**config.mk**
```make
export PLATFORM = sky130hd
export DESIGN_NAME = sram_axi_arb
export DESIGN_NICKNAME = d
export VERILOG_FILES = /design/src/rtl/sram_axi_arb.sv
export SDC_FILE = /design/constraint.sdc
export NUM_CORES = 1
export LEC_CHECK = 0
export ABC_AREA = 1
export CAP_MARGIN = 20
export CORE_AREA = 2 2 165 167
export CTS_CLUSTER_SIZE = 24
export DETAILED_ROUTE_END_ITERATION = 16
export DIE_AREA = 0 0 167 169
export PLACE_DENSITY = 0.5
export SLEW_MARGIN = 25
export SYNTH_ARGS = -nofsm -noshare
export SYNTH_HDL_FRONTEND = slang
export SYNTH_SLANG_ARGS = --single-unit
```
**constraint.sdc**
```tcl
create_clock -name clk -period 2 [get_ports clk]
set_clock_uncertainty 0.05 [all_clocks]
set_input_delay 0.3 -clock clk [delete_from_list [all_inputs] [get_ports clk]]
set_output_delay 0.3 -clock clk [all_outputs]
set_load 0.02 [all_outputs]
```
**src/rtl/sram_axi_arb.sv**
```systemverilog
// Two-master round-robin arbiter in front of a single AXI-lite SRAM port.
// One transaction (write or read) owns the slave port from grant to completion.
module sram_axi_arb #(
  parameter int ADDR_W = 32,
  parameter int DATA_W = 32
) (
  input  logic                clk,
  input  logic                rst_n,
  input  logic [ADDR_W-1:0]   m0_awaddr,
  input  logic                m0_awvalid,
  output logic                m0_awready,
  input  logic [DATA_W-1:0]   m0_wdata,
  input  logic [DATA_W/8-1:0] m0_wstrb,
  input  logic                m0_wvalid,
  output logic                m0_wready,
  input  logic [ADDR_W-1:0]   m0_araddr,
  input  logic                m0_arvalid,
  output logic                m0_arready,
  output logic [DATA_W-1:0]   m0_rdata,
  output logic                m0_rvalid,
  input  logic                m0_rready,
  input  logic [ADDR_W-1:0]   m1_awaddr,
  input  logic                m1_awvalid,
  output logic                m1_awready,
  input  logic [DATA_W-1:0]   m1_wdata,
  input  logic [DATA_W/8-1:0] m1_wstrb,
  input  logic                m1_wvalid,
  output logic                m1_wready,
  input  logic [ADDR_W-1:0]   m1_araddr,
  input  logic                m1_arvalid,
  output logic                m1_arready,
  output logic [DATA_W-1:0]   m1_rdata,
  output logic                m1_rvalid,
  input  logic                m1_rready,
  output logic [ADDR_W-1:0]   s_awaddr,
  output logic                s_awvalid,
  input  logic                s_awready,
  output logic [DATA_W-1:0]   s_wdata,
  output logic [DATA_W/8-1:0] s_wstrb,
  output logic                s_wvalid,
  input  logic                s_wready,
  output logic [ADDR_W-1:0]   s_araddr,
  output logic                s_arvalid,
  input  logic                s_arready,
  input  logic [DATA_W-1:0]   s_rdata,
  input  logic                s_rvalid,
  output logic                s_rready,
  output logic [1:0]          gnt,
  output logic                busy
);

  typedef enum logic [1:0] {
    IDLE,
    WRITE,
    RD_ADDR,
    RD_DATA
  } state_t;

  state_t state, state_nxt;
  logic [1:0] gnt_nxt;
  logic       ptr, ptr_nxt;
  logic       wr0, wr1, req0, req1;
  logic       win, win_wr, sel;
  logic       aw_rdy, w_rdy, ar_rdy, r_vld;
  logic [DATA_W-1:0] r_data;

  assign wr0  = m0_awvalid & m0_wvalid;
  assign wr1  = m1_awvalid & m1_wvalid;
  assign req0 = wr0 | m0_arvalid;
  assign req1 = wr1 | m1_arvalid;
  assign sel  = gnt[1];
  assign busy = (state != IDLE);

  // ptr holds the last winner; on a tie the other master goes next
  always_comb begin
    win = 1'b0;
    unique case (1'b1)
      req0 & req1:  win = ~ptr;
      req1 & ~req0: win = 1'b1;
      default:      win = 1'b0;
    endcase
  end

  assign win_wr = win ? wr1 : wr0;

  always_comb begin
    state_nxt = state;
    gnt_nxt   = gnt;
    ptr_nxt   = ptr;
    unique case (state)
      IDLE: begin
        gnt_nxt = 2'b00;
        if (req0 | req1) begin
          gnt_nxt   = win ? 2'b10 : 2'b01;
          ptr_nxt   = win;
          state_nxt = win_wr ? WRITE : RD_ADDR;
        end
      end
      WRITE: begin
        if (s_awvalid & s_awready & s_wvalid & s_wready) begin
          state_nxt = IDLE;
          gnt_nxt   = 2'b00;
        end
      end
      RD_ADDR: begin
        if (s_arvalid & s_arready)
          state_nxt = RD_DATA;
      end
      RD_DATA: begin
        if (s_rvalid & s_rready) begin
          state_nxt = IDLE;
          gnt_nxt   = 2'b00;
        end
      end
      default: begin
        state_nxt = IDLE;
        gnt_nxt   = 2'b00;
      end
    endcase
  end

  always_ff @(posedge clk or negedge rst_n) begin
    if (!rst_n) begin
      state <= IDLE;
      gnt   <= 2'b00;
      ptr   <= 1'b1;
    end else begin
      state <= state_nxt;
      gnt   <= gnt_nxt;
      ptr   <= ptr_nxt;
    end
  end

  always_comb begin
    s_awaddr  = '0;
    s_awvalid = 1'b0;
    s_wdata   = '0;
    s_wstrb   = '0;
    s_wvalid  = 1'b0;
    s_araddr  = '0;
    s_arvalid = 1'b0;
    s_rready  = 1'b0;
    aw_rdy    = 1'b0;
    w_rdy     = 1'b0;
    ar_rdy    = 1'b0;
    r_vld     = 1'b0;
    r_data    = '0;
    unique case (state)
      WRITE: begin
        s_awaddr  = sel ? m1_awaddr  : m0_awaddr;
        s_awvalid = sel ? m1_awvalid : m0_awvalid;
        s_wdata   = sel ? m1_wdata   : m0_wdata;
        s_wstrb   = sel ? m1_wstrb   : m0_wstrb;
        s_wvalid  = sel ? m1_wvalid  : m0_wvalid;
        aw_rdy    = s_awready;
        w_rdy     = s_wready;
      end
      RD_ADDR: begin
        s_araddr  = sel ? m1_araddr  : m0_araddr;
        s_arvalid = sel ? m1_arvalid : m0_arvalid;
        ar_rdy    = s_arready;
      end
      RD_DATA: begin
        s_rready  = sel ? m1_rready : m0_rready;
        r_vld     = s_rvalid;
        r_data    = s_rdata;
      end
      default: begin
      end
    endcase
  end

  assign m0_awready = aw_rdy & ~sel;
  assign m0_wready  = w_rdy  & ~sel;
  assign m0_arready = ar_rdy & ~sel;
  assign m0_rvalid  = r_vld  & ~sel;
  assign m0_rdata   = sel ? '0 : r_data;
  assign m1_awready = aw_rdy & sel;
  assign m1_wready  = w_rdy  & sel;
  assign m1_arready = ar_rdy & sel;
  assign m1_rvalid  = r_vld  & sel;
  assign m1_rdata   = sel ? r_data : '0;

endmodule

```
## After elaboration in Yosys (flattened, before gate mapping)

Cells that the tools add are included.

- Output and inout port bits: 179
- Logic and storage cells: 73
- Input port bits: 246
- Register bits: 5

- Bitwise operators: 23
- Reduce and logical (&&, ||, !) cells: 6
- Mux-type cells: 34
- Equality and inequality tests: 7

Operators with widths:

| operator | number |
|---|---|
| $mux W32 | 9 |
| $and A1 B1 Y1 | 17 |
| $mux W2 | 7 |
| $mux W1 | 13 |
| $mux W4 | 2 |
| $ne A2 B2 Y1 const B | 4 |
| $pmux W2 S4 | 1 |
| $pmux W2 S3 | 1 |
| $eq A2 B2 Y1 const B | 2 |
| $reduce_and A4 Y1 | 1 |
| $not A1 Y1 | 3 |
| $or A1 B1 Y1 | 3 |
| $reduce_and A3 Y1 | 1 |
| $reduce_bool A3 Y1 | 1 |
| $eq A2 B1 Y1 const B | 1 |
| $logic_not A2 Y1 | 1 |
| $pmux W1 S2 | 1 |
| $reduce_and A2 Y1 | 1 |
| $reduce_bool A2 Y1 | 1 |

## Logic depth before layout (Yosys ltp)

- Depth after elaboration: 9
- Mapped depth: 10
- Gate-level depth less buffers: 9

## Worst setup path after synthesis

No wires, ideal clock.

- Kind: reg2out
- From: register gnt[1]
- To: output m0_rdata[21]
- Arrival time: 1.468 ns
- Required time: 1.650 ns
- Buffers on the path: 3
- Stages on the path, launching flop included: 5
- Slack: 0.182 ns
- Path through: dfrtp_1 buf_4 buf_2 buf_2 nor3_1

- Cells in the longest elaborated chain, start to end: 1

Ends and longest elaborated chain:

| what | line | RTL |
|---|---|---|
| start: declaration | 48 | `output logic [1:0] gnt,` |
| start signal: assignment | 129 | `gnt <= gnt_nxt;` |
| $mux W32 | 177 | `assign m0_rdata = sel ? '0 : r_data;` |
| end: declaration | 19 | `output logic [DATA_W-1:0] m0_rdata,` |

Every way passes these cells.

## Worst setup path in the final report

- From: register gnt[1]
- To: output s_awaddr[2]

- Cells in the longest elaborated chain, start to end: 2

Ends and longest elaborated chain:

| what | line | RTL |
|---|---|---|
| $mux W32 | 150 | `s_awaddr = sel ? m1_awaddr : m0_awaddr;` |
| $mux W32 | 148 | `unique case (state)` |
| end: declaration | 35 | `output logic [ADDR_W-1:0] s_awaddr,` |

Every way passes these cells.

==> impl_metrics.csv <==
group,metric,value,unit
status,outcome,"complete, but fails checks",
status,violations,"negative setup slack",
clock_network,tritoncts,"done",
drt,drtIter0Drc,193,
floorplan,fp.dieArea,28200,um2
worst_setup_path,crit_fanout,27,
worst_setup_path,cp_top_family,"buffers and inverters",
clock_network,postCtsSetupBuffers,0,
finish,layout_common_cells,"clkdlybuf4s50_1, nand2_1, a21oi_1",
clock_network,cts_buffers,3,
power_and_ir_drop,fin_total_pwr,6.46,mW
timing,whs,0.262,ns
clock_network,worstSkewPairLatency,0.23,ns
worst_setup_path,required,1.65,ns
drt,wl,19.9,mm
clock_network,clock_path_buffers,2,
global_route,grt_pass1_vias,4973,
worst_setup_path,worstSetupEndpointType,"primary output",
timing,fin_ws,-0.0101,ns
power_and_ir_drop,ir_worst_vdd,0.000618,V
synth,seq_area_frac_synth,0.0472,
global_route,grt.busiest_layer,"met2",
drt,routed_via_density,3.85,
power_and_ir_drop,p_per_area,902,nW/um2
synth,yosys.area.top_type,"nand2_1",
timing,timing.final.crit_share,1.01,
floorplan,core,26500,um2
worst_setup_path,rr_worst_depth,11,
timing,finalCriticalPeriod,2.01,ns
finish,fill_cells,3007,
synth,synth_nets,785,
hold_path,hold_path.class,"in2async",
flow_run,max_cap_violations,0,
floorplan,io_pins,425,
synth,syn_area_per_cell,4.97,um2
finish,stdcell_area,7160,um2
worst_setup_path,r2r_end,"gnt[0]",
clock_network,clockRootBuffer,"clkbuf_16",
drt,ant_nets,0,
placed_design,placedInstanceArea,7590,um2
synth,yosysUniqueCellTypes,23,
finish,antenna-diode-count,0,
worst_setup_path,critPathSlowestCell,"dfrtp_4",
timing,hold_violations,0,
worst_setup_path,critical_path_buf_inv_count,3,
synth,synth_top_area_share,0.324,
synth,yosys-top-cells-area,"nand2_1, a21oi_1, nor3_2",
global_route,grt.met2_usage,0.237,
global_route,grt_pass1_wl,28.7,mm
timing,slew_violations,0,
timing,rsz0062_at_grt,"true",
timing,max_freq,0.497,GHz
global_route,grt_use_total,0.127,
floorplan,initial_core_util,0.101,
finish,final_common_cell,"clkdlybuf4s50_1",
global_route,grtUsageMet1,0.158,
placed_design,pre_cts_ws,-0.182,ns
clock_network,clk_pin_slew,0.03,ns
worst_setup_path,startpoint_type,"flop",
timing,worst_slew_pin_slew,0.273,ns
drt,detail_route.first_pass.iterations,4,
clock_network,ctsHoldBuffers,0,
floorplan,rows,60,
finish,layout.nets,1221,
worst_setup_path,path_class,"reg2out",
worst_setup_path,r2r_start,"gnt[1]",
worst_setup_path,cp_data_arrival_time,1.66,ns
clock_network,h-tree-depth,1,
finish,final_util,0.270,
worst_setup_path,path_cells,"buf_4 > buf_12 > nand2_1 > a21oi_1 > clkdlybuf4s15_2",
power_and_ir_drop,p_leak,3.42,nW
synth,ys_seq_elements,5,
finish,drive_above_1_share,0.255,
placed_design,hpwl,16.0,mm
synth,netlist_area,2680,um2
placed_design,place.gp.congestion,0.838,
floorplan,die_height,169,um
drt,drc,0,
global_route,grt_start_max_net_pins,49,
floorplan,die_w,167,um
worst_setup_path,ff2ff_setup_slack,0.15,ns
worst_setup_path,worst_path_largest_cell_delay,0.43,ns
drt,post_drt_wl_per_cell,15.1,um
timing,slew_headroom,0.818,
synth,yosysWarnings,0,
finish,syn_to_final_growth,167,%
drt,vias,5067,
clock_network,clkSinkCount,5,
global_route,antenna_found_initial,0,
timing,setup_viol,2,
global_route,met3_usage,0.0182,
placed_design,port_buffers,424,
synth,syn_inst,539,
global_route,gr-total-overflow,0,
==> cell families (layout without fill, tap and decap cells) <==
group,after synthesis,in the layout,synth area share
and+or+nand+nor,321,321,0.555
buffers and inverters,101,536,0.188
DFF,5,5,0.0472
AOI/OAI and AO/OA,112,112,0.210
==> worst register-to-register path, delay by kind of cell, from the launching register on <==
kind	cells	cell delay [ns]
AO/OA/AOI/OAI	1	0.06
buffers and inverters	4	0.58
flip-flops	1	0.49
AND/OR/NAND/NOR	6	0.55
==> stage by stage <==
step,instances,setup TNS [ns]
2_1_floorplan,539,0
3_3_place_gp,1309,-6.85
3_5_place_dp,1309,-7.29
4_1_cts,1314,-0.335
5_1_grt,1315,-0.904
6_report,1315,-0.0137
==> repair_timing <==
item                       in CTS  in global routing
gates cloned                    1                  1
setup endpoints to repair     176                150
resized for setup             356                221
==> cell type report <==
| type | count | area [um2] | area share |
|---|---|---|---|
| flip-flops and latches | 5 | 130 | 0.0182 |
| inverters | 51 | 196 | 0.0274 |
| repair buffers | 481 | 4260 | 0.594 |
| clock buffers | 4 | 78.8 | 0.0110 |
| multi-input cells | 433 | 2070 | 0.290 |
| well taps | 341 | 427 | 0.0596 |
==> flip-flops by register name, summed over array words and instances, names as in the netlist <==
name and count:
gnt 2, ptr 1, state 2
==> cells in the mapped netlist <==
cell	instances
a21oi_1	105
a31oi_1	1
and3_1	1
buf_2	28
buf_4	8
buf_6	8
clkbuf_1	6
clkinv_1	1
dfrtp_1	4
dfstp_2	1
inv_1	48
inv_2	2
nand2_1	231
nand2_2	2
nand3_1	7
nand4_1	2
nor2_1	4
nor2_2	1
nor3_1	39
nor3_2	33
o21ai_0	4
o21ai_1	2
or2_1	1
==> routing by layer <==
metal | vias up | share of wire
li1 | 2591 | -
met1 | 2261 | 0.43
met4 | 0 | 0.012
met2 | 195 | 0.51
met5 | - | 0
met3 | 20 | 0.050
==> worst max path at each step <==
stage	start	to	slack [ns]	cells past startpoint
final	gnt[1]	s_awaddr[2]	-0.01	5
after global routing	gnt[1]	m0_rdata[29]	-0.11	4
after global placement	gnt[1]	s_awaddr[16]	-0.18	5
after CTS	state[0]	m1_rdata[25]	-0.03	6
after detailed placement	gnt[1]	s_awaddr[16]	-0.18	5
after floorplan	gnt[1]	m0_rdata[21]	0.18	4
==> report_power, final <==
part / internal (mW) / switching [mW]
Combinational: 2.32 / 3.61
Clock: 0.265 / 0.0693
Sequential: 0.159 / 0.0377
Total: 2.74 / 3.72
Power figures use the tool's default switching activity.
